File: config.mk
export PLATFORM = sky130hd
export DESIGN_NAME = shift_add_mult_ctrl
export DESIGN_NICKNAME = d
export VERILOG_FILES = /design/src/rtl/shift_add_mult_ctrl.sv
export SDC_FILE = /design/constraint.sdc
export NUM_CORES = 1
export LEC_CHECK = 0
export BUFFER_PORTS_ARGS = -buffer_cell sky130_fd_sc_hd__buf_2
export CORE_MARGIN = 10
export CORE_UTILIZATION = 40
export DETAILED_ROUTE_END_ITERATION = 7
export GPL_ROUTABILITY_DRIVEN = 1
export GPL_TIMING_DRIVEN = 0
export PLACE_DENSITY = 0.72
export SYNTH_ARGS = -nofsm -noshare
export SYNTH_HDL_FRONTEND = slang
export SYNTH_SLANG_ARGS = --single-unit
File: constraint.sdc
create_clock -name clk -period 2.8 [get_ports clk]
set_input_delay 0.28 -clock clk [delete_from_list [all_inputs] [get_ports clk]]
set_output_delay 0.28 -clock clk [all_outputs]
set_load 0.05 [all_outputs]
File: src/rtl/shift_add_mult_ctrl.sv
// Sequential shift-and-add multiplier: one WIDTH-bit add per cycle, product after WIDTH+1 cycles.
// Latency: WIDTH+1 cycles from accept to out_valid; the DONE state holds the product until out_ready.
module shift_add_mult_ctrl #(
    parameter int WIDTH = 8
) (
    input  logic                 clk,
    input  logic                 rst,
    input  logic                 in_valid,
    output logic                 in_ready,
    input  logic [WIDTH-1:0]     a,
    input  logic [WIDTH-1:0]     b,
    output logic                 out_valid,
    input  logic                 out_ready,
    output logic [2*WIDTH-1:0]   product,
    output logic                 busy
);

    localparam int CNT_W = $clog2(WIDTH + 1);
    localparam logic [CNT_W-1:0] CNT_LAST = CNT_W'(WIDTH - 1);

    typedef enum logic [1:0] {
        IDLE = 2'd0,
        RUN  = 2'd1,
        DONE = 2'd2
    } state_t;

    state_t             state_q, state_d;
    logic [WIDTH-1:0]   a_q, a_d;
    logic [WIDTH-1:0]   acc_hi_q, acc_hi_d;
    logic [WIDTH-1:0]   lo_q, lo_d;
    logic [CNT_W-1:0]   cnt_q, cnt_d;
    logic [WIDTH:0]     addend;
    logic [WIDTH:0]     sum;

    always_comb begin
        state_d  = state_q;
        a_d      = a_q;
        acc_hi_d = acc_hi_q;
        lo_d     = lo_q;
        cnt_d    = cnt_q;
        addend   = lo_q[0] ? {1'b0, a_q} : '0;
        sum      = {1'b0, acc_hi_q} + addend;

        case (state_q)
            IDLE: begin
                if (in_valid) begin
                    a_d      = a;
                    lo_d     = b;
                    acc_hi_d = '0;
                    cnt_d    = '0;
                    state_d  = RUN;
                end
            end
            RUN: begin
                // Carry lands in the top bit; the sum LSB drops into the low half as the multiplier shifts out.
                acc_hi_d = sum[WIDTH:1];
                lo_d     = {sum[0], lo_q[WIDTH-1:1]};
                cnt_d    = cnt_q + 1'b1;
                if (cnt_q == CNT_LAST) begin
                    state_d = DONE;
                end
            end
            DONE: begin
                if (out_ready) begin
                    state_d = IDLE;
                end
            end
            default: state_d = IDLE;
        endcase
    end

    always_ff @(posedge clk) begin
        if (rst) begin
            state_q  <= IDLE;
            a_q      <= '0;
            acc_hi_q <= '0;
            lo_q     <= '0;
            cnt_q    <= '0;
        end else begin
            state_q  <= state_d;
            a_q      <= a_d;
            acc_hi_q <= acc_hi_d;
            lo_q     <= lo_d;
            cnt_q    <= cnt_d;
        end
    end

    assign in_ready  = (state_q == IDLE);
    assign out_valid = (state_q == DONE);
    assign busy      = (state_q != IDLE);
    assign product   = {acc_hi_q, lo_q};

endmodule

# After elaboration in Yosys (flattened, before gate mapping)
# Cells that the tools add are included.
# totals
register_bits	30
in_bits	20
out_inout_bits	19
elab_cells	30
# classes
add_sub_neg	2
n_eq_ne	6
mux	11
reduce_logical	6
# op_table
op	count
8-bit case mux with 2 select lines	2
8-bit 2-to-1 mux	3
8-bit by 8-bit adder with 9-bit output	1
4-bit case mux with 2 select lines	1
2-bit 2-to-1 mux	3
2-bit case mux with 3 select lines	1
4-bit by 1-bit adder with 4-bit output (second input constant)	1
4-bit by 3-bit equality test with 1-bit output (second input constant)	1
4-bit 2-to-1 mux	1
2-bit != test (second input constant)	2
2-bit AND reduction	2
2-bit nonzero test	2
3-bit AND reduction	1
2-bit by 1-bit equality test with 1-bit output (second input constant)	1
2-bit equality test (second input constant)	1
2-bit logical NOT	1
2-bit by 1-bit != test with 1-bit output (second input constant)	1

# Longest topological paths before layout
# logic_depth
ltp_word	3
mapped_depth	8
ltp_nobuf	8

# Least setup slack after synthesis
# Ideal clock, no wire load.
# synth_timing
path_kind	reg2reg
start	register lo_q[0]
end	register acc_hi_q[5]
setup_time_ns	0.131
t_arrival_ns	2.139
t_required_ns	2.669
path_slack_ns	0.530
stages_incl_launch_ff	9
n_path_buf	0
period_less_slack_ns	2.270
path_cell_list	dfxtp_1 -> and2_1 -> ha_1 -> fa_1 -> a211oi_1 -> o21bai_1 -> a21oi_1 -> xor2_1 -> o31ai_1
# synth_via
elab_chain_len	3
# synth_rtl
item	line	rtl
start, declared	30	logic [WIDTH-1:0] lo_q, lo_d;
start signal, assigned	83	lo_q <= lo_d;
8-bit 2-to-1 mux	41	addend = lo_q[0] ? {1'b0, a_q} : '0;
8-bit by 8-bit adder with 9-bit output	42	sum = {1'b0, acc_hi_q} + addend;
8-bit case mux with 2 select lines	44	case (state_q)
end signal, assigned	82	acc_hi_q <= acc_hi_d;
end, declared	29	logic [WIDTH-1:0] acc_hi_q, acc_hi_d;
# Every way passes these cells.
# A chain may end at the register's enable or synchronous reset.

# Final worst setup path
# Ends and elaborated chain as after synthesis.

==> metrics.md <==
| Metric | Value |
|---|---|
| Status | finished clean |
| Crit share post-route | about 80% |
| Synth Area in XOR/XNOR | 2.17% |
| Yosys warning count | 0 |
| Slew Viols, Final | 0 |
| Combinational power share | ~19% |
| Setup crit end kind | register |
| WL final | 3.85 mm |
| Antenna violations before repair | 0 |
| Crit path required time | slightly below 3 ns |
| Clock latency on the worst-skew pair | ~0.28 ns |
| Vias per Instance | between 5 and 6 |
| Post-synthesis simple-gate area fraction | 24.7% |
| Slew @ Worst Pin | 0.588 ns |
| CP Launch Type | register |
| Top Ports | 39 |
| Clk Tree Root Cell | clkbuf_8 |
| CP cell instances | and2_1, ha_1, fa_1, a211oi_1, o21bai_1, a21oi_1, xor2_1, o31ai_1 |
| Mux share of post-synthesis cell area | 0.620% |
| Max IR drop VDD | between 0.2 and 0.3 mV |
| Hold WC Path Type | input port to register |
| Crit-path max cell delay | between 0.4 and 0.5 ns |
| Diode count | 0 |
| Gate Count Post-Synth | 189 |
| GR Overflow Total | 0 |
| First-pass DRT Iterations | 4 |
| Crit path max fanout | 10 |
| Global-route wire length before repair | approximately 6.5 mm |
| LEAKAGE | just under 0.9 nW |
| Pwr Total | between 1 and 1.5 mW |
| Post-CTS Resized | 0 |
| Final ANT Viol Nets | 0 |
| Max Clk Rate | between 0.4 and 0.5 GHz |
| Mapped Area | about 1600 um2 |
| H-tree Lvls | 2 |
| Post-Synth Adder-Cell Area | 8.22% |
| Die height | 83.5 um |
| RSZ-0062 raised after global routing | no |
| Layout cell share with drive strength beyond 1 | 26.8% |
| NetSw | 298 uW |
| DR iter-0 viols | about 60 |
| Layout net count | approximately 260 |
| Total CTS buffers | 5 |
| GP Congestion | 0.791 |
| Yosys cell types | 38 |
| Via Count | about 1.5k |
| Prevailing post-synth register cell | dfxtp_1 |
| Average size of a mapped cell | between 8 and 9 um2 |
| Cell Pwr Density | ~500 nW/um2 |
| DPL Wire Length | around 2.9 mm |
| Setup Buffers After CTS | 0 |
| EDFF count, synth | 0 |
| Kind of critical path | register to register |
| Max-cap viol count | 0 |
| Drt drc | 0 |
| Register bit total from synthesis | 30 |
| Num rows | 23 |
| Die Wd | 83.5 um |
| Setup TNS | 0 ns |
| Deepest clock path buffer count | 2 |
| Wire per inst | between 10 and 15 um |
| Final setup fails | 0 |
| P&R area growth vs syn | 21.3% |
| Clock share of power | 35.2% |
| Syn_nets | between 200 and 250 |
| DIE AREA | about 7000 um2 |
| Minimum clock period | 2.29 ns |
| Sequential power share | 46.2% |
| Pint | just over 700 uW |
| Arr. time, crit path | between 2 and 2.5 ns |
| Sequential area share after synthesis | 37.2% |
| Sw Ratio | approximately 30% |
| Hold_buf cts | 0 |
| GRT Total Usage | between 10 and 15% |
| Starting density of the core | between 40% and 50% |
| Clock Skew | around 0.0029 ns |
| CTS tree | built |
| CORE AREA | around 4000 um2 |
| Max-slew headroom | 60.8% |
| Largest family of logic cells by synthesized area | simple AND/OR/NAND/NOR gates |
| Vias in the first global route | 1376 |
| Largest net degree at the start of global routing | 11 |
| Post-synthesis async set-or-reset flop share | 0% |
| Compound-Gate Fraction of Synth Area | a little over a fifth |
| IO buf count | 38 |
| Sink Count | 30 |
| Hold Vio Cnt, Final | 0 |
| Worst path slowest cell | fa_1 |
| Clock transition at the registers of the reported paths | approximately 0.06 ns |
## cell families after synthesis
family	Yosys count
AOI/OAI and AO/OA	49
adders and majority gates	10
muxes	1
buffers and inverters	12
and+or+nand+nor	83
DFF	30
xor gates and xnor gates	4
## stage by stage
stage | worst slack [ns] | utilization, % | std cells | hold WS [ns] | cell area [um2]
after floorplan | 0.530 | - | 189 | 0.416 | 1610
after global placement | 0.549 | 47.3 | 277 | 0.437 | 1870
after detailed placement | 0.554 | 47.3 | 277 | 0.445 | 1870
after CTS | 0.527 | 49.7 | 285 | 0.231 | 1960
after global routing | 0.352 | 49.7 | 285 | 0.247 | 1960
final | 0.512 | 49.7 | 285 | 0.239 | 1960
## flip-flops by register name (all words and copies together) (netlist names)
signal,flops
a_q,8
acc_hi_q,8
lo_q,8
cnt_q,4
state_q,2
## final timing paths
kind	slack (ns)	from	end	depth (start not counted)
worst max-delay path	0.51	lo_q[0]	acc_hi_q[5]	8
worst min-delay path	0.24	a[7]	a_q[7]	3
worst max register to register	0.51	lo_q[0]	acc_hi_q[5]	8
worst min register to register	0.45	a_q[7]	a_q[7]	2
## power by group through the flow
| stage | clock network, mW | registers [mW] | logic [mW] |
|---|---|---|---|
| 3_3_place_gp | 0 | 0.475 | 0.186 |
| 2_1_floorplan | 0 | 0.514 | 0.0963 |
| 4_1_cts | 0.365 | 0.466 | 0.189 |
| 5_1_grt | 0.382 | 0.469 | 0.204 |
| 3_5_place_dp | 0 | 0.475 | 0.188 |
| 6_report | 0.355 | 0.466 | 0.187 |
## routing by layer
metal | GRT usage, % | vias up | share of wire [%]
met1 | 13.9 | 663 | 51
met3 | 3.42 | 5 | 4.1
met4 | 3.65 | 0 | 1.4
li1 | - | 757 | -
met5 | 0 | - | 0
met2 | 17.3 | 28 | 44
## synthesized netlist by cell type (2+ instances only)
library cell  instances  area share (%)
a21oi_1              19             5.9
dfxtp_1              30              37
and2_1                8             3.1
nor2_4                2             1.4
o21bai_1              2            0.93
nand2_2               2            0.78
nor4_1                2            0.78
nand3b_1              2            0.93
o211ai_1              2            0.93
ha_1                  9             7.0
buf_12                2             2.5
a211oi_1              2            0.93
a311oi_1              7             3.8
o21ai_0               6             1.9
nor2_1               17             4.0
a21o_1                2            0.93
clkbuf_1              3            0.70
nand3_1               6             1.9
buf_4                 3             1.4
o31ai_1               3             1.4
a311oi_2              2             1.9
a211o_1               2             1.1
xor2_1                4             2.2
buf_2                 2            0.62
nand2_1              37             8.6
## area by class of cell
class                      instances  area (um2)
tap                               50        62.6
fill                             400        1980
buffer                            11        95.1
timing repair buffer              38         190
multi-input combinational        147         915
sequential                        30         601
clock inverter                     1        5.00
inverter                           1        3.75
clock buffer                       7        86.3
## worst max-delay path, delay by kind of cell, from the launching register on
family	cells	cell delay [ns]
adder cells (fa/ha/maj)	2	0.66
AND/OR/NAND/NOR	1	0.19
AO/OA/AOI/OAI	4	0.74
XOR/XNOR	1	0.17
flip-flops	1	0.38
## cells in the final DEF, fill, tap and decap left out, types with 2 or more instances in the layout
master,netlist,layout
a21o_1,2,2
buf_4,3,3
o211ai_1,2,2
o31ai_1,3,3
buf_12,2,2
a311oi_2,2,2
dfxtp_1,30,30
nand2_1,37,37
nand3b_1,2,2
nor2_4,2,2
nor4_1,2,2
and2_1,8,8
buf_2,2,40
nand2_2,2,2
clkbuf_1,3,4
clkbuf_8,0,6
nand3_1,6,6
a311oi_1,7,7
o21bai_1,2,2
a211oi_1,2,2
a211o_1,2,2
ha_1,9,9
a21oi_1,19,19
nor2_1,17,17
xor2_1,4,4
o21ai_0,6,6
No activity file was read; power rests on OpenSTA's default activity.
